`config.mk`:
```
export PLATFORM = sky130hd
export DESIGN_NAME = mem_wb_stage
export DESIGN_NICKNAME = d
export VERILOG_FILES = /design/src/rtl/mem_wb_stage.sv
export SDC_FILE = /design/constraint.sdc
export NUM_CORES = 1
export LEC_CHECK = 0
export CELL_PAD_IN_SITES_DETAIL_PLACEMENT = 1
export CELL_PAD_IN_SITES_GLOBAL_PLACEMENT = 2
export CORE_UTILIZATION = 25
export DETAILED_ROUTE_END_ITERATION = 12
export PLACE_DENSITY_LB_ADDON = 0.1
export SKIP_CTS_REPAIR_TIMING = 1
export SKIP_LAST_GASP = 1
export SLEW_MARGIN = 20
export SYNTH_ARGS = -nofsm -noshare
export SYNTH_HDL_FRONTEND = slang
export SYNTH_SLANG_ARGS = --single-unit
```
`constraint.sdc`:
```
create_clock -name clk -period 5.4 [get_ports clk]
set_clock_uncertainty 0.15 [all_clocks]
set_input_delay 0.81 -clock clk [delete_from_list [all_inputs] [get_ports clk]]
set_output_delay 0.81 -clock clk [all_outputs]
set_load 0.05 [all_outputs]
```
`src/rtl/mem_wb_stage.sv`:
```
// Memory-to-writeback stage: selects load data or ALU result, queues up to DEPTH
// results in order, and drives the register-file write port plus a forwarding tap.
module mem_wb_stage #(
    parameter int              DATA_W  = 32,
    parameter int              REG_AW  = 5,
    parameter int              OP_W    = 6,
    parameter logic [OP_W-1:0] LOAD_OP = OP_W'(6'b000100),
    parameter int              DEPTH   = 2
) (
    input  logic              clk,
    input  logic              reset,
    input  logic              valid_d2,
    input  logic [OP_W-1:0]   opcode_d2,
    input  logic [REG_AW-1:0] rd_d2,
    input  logic              reg_we_d2,
    input  logic [DATA_W-1:0] alu_out_d2,
    input  logic [DATA_W-1:0] DOut,
    input  logic              flush,
    output logic              in_ready,
    output logic              wb_valid,
    input  logic              wb_ready,
    output logic              wb_we,
    output logic [REG_AW-1:0] wb_rd,
    output logic [DATA_W-1:0] wb_data,
    output logic              fwd_valid,
    output logic [REG_AW-1:0] fwd_rd,
    output logic [DATA_W-1:0] fwd_data,
    output logic [31:0]       retired_count,
    output logic [31:0]       load_count
);

    localparam int PTR_W = $clog2(DEPTH);
    localparam int CNT_W = $clog2(DEPTH + 1);
    localparam logic [CNT_W-1:0] DEPTH_C = CNT_W'(DEPTH);

    typedef struct packed {
        logic [REG_AW-1:0] rd;
        logic [DATA_W-1:0] data;
        logic              we;
        logic              is_load;
    } entry_t;

    entry_t            entry_q [DEPTH];
    logic [PTR_W-1:0]  wr_ptr_q, wr_ptr_d;
    logic [PTR_W-1:0]  rd_ptr_q, rd_ptr_d;
    logic [CNT_W-1:0]  count_q, count_d;
    logic [31:0]       retired_q, retired_d;
    logic [31:0]       loads_q, loads_d;

    entry_t new_entry;
    entry_t head;
    logic   push;
    logic   pop;

    // Gated by reset so upstream never sees a ready stage while it is held in reset.
    assign in_ready = !reset && (count_q < DEPTH_C);
    assign push     = valid_d2 && in_ready && !flush;
    assign pop      = wb_valid && wb_ready && !flush;

    always_comb begin
        new_entry         = '0;
        new_entry.rd      = rd_d2;
        new_entry.is_load = (opcode_d2 == LOAD_OP);
        new_entry.data    = new_entry.is_load ? DOut : alu_out_d2;
        new_entry.we      = reg_we_d2 && (rd_d2 != '0);
    end

    always_comb begin
        wr_ptr_d  = wr_ptr_q;
        rd_ptr_d  = rd_ptr_q;
        count_d   = count_q;
        retired_d = retired_q;
        loads_d   = loads_q;
        if (flush) begin
            wr_ptr_d = '0;
            rd_ptr_d = '0;
            count_d  = '0;
        end else begin
            if (push) wr_ptr_d = wr_ptr_q + PTR_W'(1);
            if (pop) begin
                rd_ptr_d  = rd_ptr_q + PTR_W'(1);
                retired_d = retired_q + 32'd1;
                if (head.is_load) loads_d = loads_q + 32'd1;
            end
            if (push && !pop)      count_d = count_q + CNT_W'(1);
            else if (pop && !push) count_d = count_q - CNT_W'(1);
        end
    end

    always_ff @(posedge clk or posedge reset) begin
        if (reset) begin
            wr_ptr_q  <= '0;
            rd_ptr_q  <= '0;
            count_q   <= '0;
            retired_q <= '0;
            loads_q   <= '0;
            for (int i = 0; i < DEPTH; i++) entry_q[i] <= '0;
        end else begin
            wr_ptr_q  <= wr_ptr_d;
            rd_ptr_q  <= rd_ptr_d;
            count_q   <= count_d;
            retired_q <= retired_d;
            loads_q   <= loads_d;
            if (push) entry_q[wr_ptr_q] <= new_entry;
        end
    end

    assign head          = entry_q[rd_ptr_q];
    assign wb_valid      = (count_q != '0);
    assign wb_we         = wb_valid && head.we;
    assign wb_rd         = wb_valid ? head.rd   : '0;
    assign wb_data       = wb_valid ? head.data : '0;
    assign retired_count = retired_q;
    assign load_count    = loads_q;

    // Walk oldest to youngest so the last writing match (the youngest) wins.
    always_comb begin
        logic [PTR_W-1:0] idx;
        idx       = '0;
        fwd_valid = 1'b0;
        fwd_rd    = '0;
        fwd_data  = '0;
        for (int k = 0; k < DEPTH; k++) begin
            idx = rd_ptr_q + PTR_W'(k);
            if ((CNT_W'(k) < count_q) && entry_q[idx].we) begin
                fwd_valid = 1'b1;
                fwd_rd    = entry_q[idx].rd;
                fwd_data  = entry_q[idx].data;
            end
        end
    end

endmodule

```
* Yosys cells after proc, flatten, opt, wreduce, memory -nomap -nowiden *
Index checks and enable logic that the tools add are counted.

storage, ports and cells
  bits in registers = 146
  bits of input ports = 81

operators by class
  add/sub/neg operators = 6
  magnitude comparators = 7
  eq/ne operators = 1
  mux-type cells = 25
  bitwise logic cells = 4
  reduce and logical (&&, ||, !) cells = 23

operator list
  kind                                                         number
  2-to-1 mux 39 bit                                            7
  2-to-1 mux 32 bit                                            4
  bitwise mux 78 bit                                           1
  adder 32 x 1 -> 32 bit (second input constant)               2
  demux 39 bit (select 1 bit)                                  1
  2-to-1 mux 5 bit                                             3
  logical AND 1 bit                                            12
  equality test 6 x 3 -> 1 bit (second input constant)         1
  >= comparator 2 bit (second input constant)                  3
  2-to-1 mux 1 bit                                             6
  2-to-1 mux 2 bit                                             3
  inverter 1 -> 2 bit                                          3
  nonzero test 2 bit                                           3
  nonzero test 5 bit                                           1
  logical NOT 1 bit                                            4
  less-than comparator 1 x 2 -> 1 bit (first input constant)   2
  AND reduction 3 bit                                          1
  nonzero test 3 bit                                           1
  adder 1 bit (second input constant)                          2
  adder 2 x 1 -> 2 bit (second input constant)                 1
  less-than comparator 2 x 1 -> 1 bit (second input constant)  1
  less-than comparator 2 bit (second input constant)           1
  AND reduction 2 bit                                          1
  subtractor 2 x 1 -> 2 bit (second input constant)            1
  inverter 1 bit                                               1

* Longest topological paths before layout *
  word-level depth = 9
  mapped depth = 9
  mapped depth without buffers = 6

* Least setup slack after synthesis *
Ideal clock, no wire load.

  kind = reg2out
  start point = reg rd_ptr_q
  end point = out fwd_data[31]
  data arrival time = 2.654 ns
  required time = 4.440 ns
  path slack = 1.786 ns
  cell stages (with the launch flop) = 7
  path buffers = 2
  cell sequence = dfrtp_1 buf_4 buf_2 mux2i_1 nor2_1 nand3_1 a32oi_1

between the ends
  longest elaborated chain between the ends = 7
  elaborated cells on any way between the ends = 13

RTL lines
  what                                                                            RTL line       source
  start, declared                                                                 45             logic [PTR_W-1:0] rd_ptr_q, rd_ptr_d;
  start signal, assigned                                                          100            rd_ptr_q <= rd_ptr_d;
  adder 1 bit or inverter 1 -> 2 bit (tied branches)                              124, 125, 128
  inverter 1 -> 2 bit (implied by the code) or 2-to-1 mux 39 bit (tied branches)  125, 128
  2-to-1 mux 39 bit (implied by the code) (2 in series)                           128            fwd_data = entry_q[idx].data;
  2-to-1 mux 39 bit (implied by the code) or logical AND 1 bit (tied branches)    128, 125
  logical AND 1 bit or 2-to-1 mux 32 bit (tied branches)                          125            if ((CNT_W'(k) < count_q) && entry_q[idx].we) begin
  2-to-1 mux 32 bit (*)                                                           125
  end, declared                                                                   27             output logic [DATA_W-1:0] fwd_data,

Mark *: on every way between the ends. The rest lies on a longest branch, timed or not. The select of a mux whose other input is x is not followed.

* Final worst setup path *
  start point = reg rd_ptr_q
  end point = out fwd_data[27]

The elaborated chain is that of the path after synthesis.

==> results.py <==
metrics = {
    "outcome": {
        "run_status": "completed",
    },
    "power": {
        "cellLeakagePower_nw": 4.52,
        "powerDensity_nw_per_um2": 454,
        "max-vdd-ir-drop_mv": 0.185,
        "report.power.total_mw": 4.79,
    },
    "clock_tree": {
        "path_clk_slew_ns": 0.07,
        "worst_skew_pair.late_latency_ns": 0.43,
        "tritoncts.num_buffers": 17,
        "cts_buffer_depth": 2,
        "cts-htree-levels": 4,
        "cts_tree": "done",
        "root_buffer": "sky130_fd_sc_hd__clkbuf_16",
        "cts.sink_count": 146,
    },
    "detailed_routing": {
        "drtAntennaViolNets": 0,
        "routed-via-count": 6117,
        "avgRoutedWirePerCell_um": 17.6,
        "drt_iter0_drc": 175,
        "drt_pre_antenna_iters": 4,
        "routed_vias_inst": 4.57,
        "remaining_drc_errors": 0,
        "drt_wl_total_mm": 23.5,
    },
    "global_routing": {
        "grt_remaining_overflow": 0,
        "grt_max_degree": 98,
        "grt_pass1_vias": 6419,
        "wire_length_of_the_first_global_routing_pass_mm": 37.8,
        "grt_usage": 0.160,
        "initial_antenna_violation_count": 0,
    },
    "logic_synthesis": {
        "synth-seq-cells": 146,
        "synth.top_cells.by_count": "146 x sky130_fd_sc_hd__dfrtp_1, 109 x sky130_fd_sc_hd__nand2_1, 71 x sky130_fd_sc_hd__mux2i_1",
        "ys_seq_area_frac": 0.492,
        "library_cell_with_the_largest_summed_area_after_synthesis": "sky130_fd_sc_hd__dfrtp_1",
        "number_of_synthesis_warnings": 0,
        "synth-edff-count": 0,
        "synthesis.area_um2": 7420,
        "ys_top_cells_by_area": "sky130_fd_sc_hd__dfrtp_1 49%, sky130_fd_sc_hd__mux2i_1 9.6%, sky130_fd_sc_hd__xnor2_1 5.8%",
        "synth_net_count": 818,
        "synth_ff_type": "sky130_fd_sc_hd__dfrtp_1",
        "post-synth-top-count-cell": "sky130_fd_sc_hd__dfrtp_1",
        "synth.distinct_cells": 42,
        "netlist_instances": 733,
        "yosys_top_cell_area_share": 0.492,
        "async_reset_ff_frac": 1.00,
        "synth_area_per_inst_um2": 10.1,
    },
    "placement": {
        "port_buffers": 222,
        "post_dp_cell_area_um2": 9990,
        "dp_hpwl_mm": 16.3,
        "place_congestion": 0.725,
    },
    "min_path": {
        "hold_path_class": "register to register",
    },
    "die": {
        "design.die.area_um2": 30400,
        "die_y_um": 174,
        "coreArea_um2": 28900,
        "design.portCount": 223,
        "effective_utilization_at_floorplan": 0.256,
        "die_w_um": 174,
        "num_rows": 62,
    },
    "layout": {
        "finalInstanceArea_um2": 10600,
        "layout-drive-gt1-share": 0.0618,
        "nets": 1026,
        "area_growth_syn_to_layout_pct": 42.3,
        "antenna_cells_inserted": 0,
    },
    "timing": {
        "setup_viol": 0,
        "worst_pin_slew_ns": 0.968,
        "period_share": 0.826,
        "totalNegativeSetupSlack_ns": 0,
        "final-hold-violation-count": 0,
        "max-slew-margin-rel": 0.346,
        "finalCriticalPeriod_ns": 4.46,
        "fmax_mhz": 224,
        "rsz0062_at_grt": "false",
        "final-max-slew-violation-count": 0,
    },
    "run": {
        "drv_cap": 0,
    },
    "setup_path": {
        "crit_path_start_kind": "register",
        "timing_worst_setup_path_type": "register to output port",
        "worstPathRequired_ns": 4.44,
        "crit_path_max_fanout": 35,
        "critPathArrivalTime_ns": 3.50,
        "timing.critical_path.to_type": "output port",
        "timing.reg2reg.setup_slack_ns": 2.28,
    },
}
[sequential cells by signal, summed over array words and instances (netlist names)]
signal	flops
rd_ptr_q	1
load_count	32
entry_q	78
retired_count	32
wr_ptr_q	1
count_q	2
[final cells by class]
type	instances	area (µm²)
timing repair buffer	230	2280
clock inverter	12	121
multi-input combinational	540	3540
fill	3274	18400
clock buffer	20	447
tap	384	480
inverter	6	27.5
sequential	146	3650
[cells by family (layout without fill, tap and decap cells)]
logic type	after synthesis	after routing	share of synthesized area
adder cells (fa/ha/maj)	4	4	0.00674
buffers and inverters	47	268	0.0309
multiplexers	80	80	0.112
XOR/XNOR	66	66	0.0779
AND/OR/NAND/NOR	279	279	0.186
flip-flops	146	146	0.492
AO/OA/AOI/OAI	111	111	0.0939
[power breakdown]
group	total (mW)	internal (mW)	switching [mW]
Combinational	1.99	0.706	1.29
Sequential	1.64	1.36	0.285
Clock	1.16	0.655	0.501
[layout by cell type, fill, tap and decap left out, drive strengths merged]
| master | count |
|---|---|
| clkdlybuf4s50 | 222 |
| dfrtp | 146 |
| nand2 | 109 |
| mux2i | 73 |
| o21ai | 70 |
| nor2 | 59 |
| xnor2 | 49 |
| a22o | 35 |
| nand4 | 34 |
| nand3 | 24 |
| clkbuf | 20 |
| xor2 | 17 |
| and3 | 13 |
| inv | 11 |
| nor3 | 10 |
| buf | 8 |
| mux2 | 7 |
| and4 | 6 |
| nor3b | 6 |
| nor4 | 5 |
| and2 | 4 |
| clkinvlp | 4 |
| ha | 4 |
| a21oi | 3 |
| a32oi | 2 |
| nor4bb | 2 |
| clkinv | 2 |
| or3b | 2 |
| or3 | 1 |
| nand2b | 1 |
| a21o | 1 |
| or4 | 1 |
| nand3b | 1 |
| nor4b | 1 |
| bufinv | 1 |
[path summary, 6_finish.rpt]
check | start | endpoint | cells past startpoint
max | rd_ptr_q | fwd_data[27] | 6
min | load_count[31] | load_count[31] | 1
max reg2reg | count_q[1] | retired_count[29] | 6
min reg2reg | load_count[31] | load_count[31] | 1
max in group asynchronous | reset | entry_q[27] | 3
min in group asynchronous | reset | retired_count[8] | 2
[critical path, cell delays in order (launching register included)]
cell and delay (ns):
sky130_fd_sc_hd__dfrtp_2 0.73, sky130_fd_sc_hd__mux2i_1 0.28, sky130_fd_sc_hd__or3_1 0.33, sky130_fd_sc_hd__mux2i_4 0.27, sky130_fd_sc_hd__buf_4 0.43, sky130_fd_sc_hd__a22o_1 0.22, sky130_fd_sc_hd__clkdlybuf4s50_1 0.80
[layer usage]
layer,vias up,global-route usage,part of all wire
li1,2995,-,-
met4,0,0.0325,0.0063
met5,-,0,0
met1,2992,0.214,0.47
met3,11,0.0433,0.042
met2,119,0.257,0.48
[per-stage QoR]
| step | util | setup WS (ns) | std cells | hold WS (ns) |
|---|---|---|---|---|
| floorplan | - | 0.517 | 733 | 0.317 |
| global placement | 0.345 | 1.47 | 1306 | 0.312 |
| detailed placement | 0.345 | 1.37 | 1306 | 0.318 |
| CTS | 0.365 | 0.885 | 1338 | 0.327 |
| global route | 0.365 | 0.675 | 1338 | 0.355 |
| finish | 0.365 | 0.942 | 1338 | 0.318 |
No activity file was read; power rests on OpenSTA's default activity.
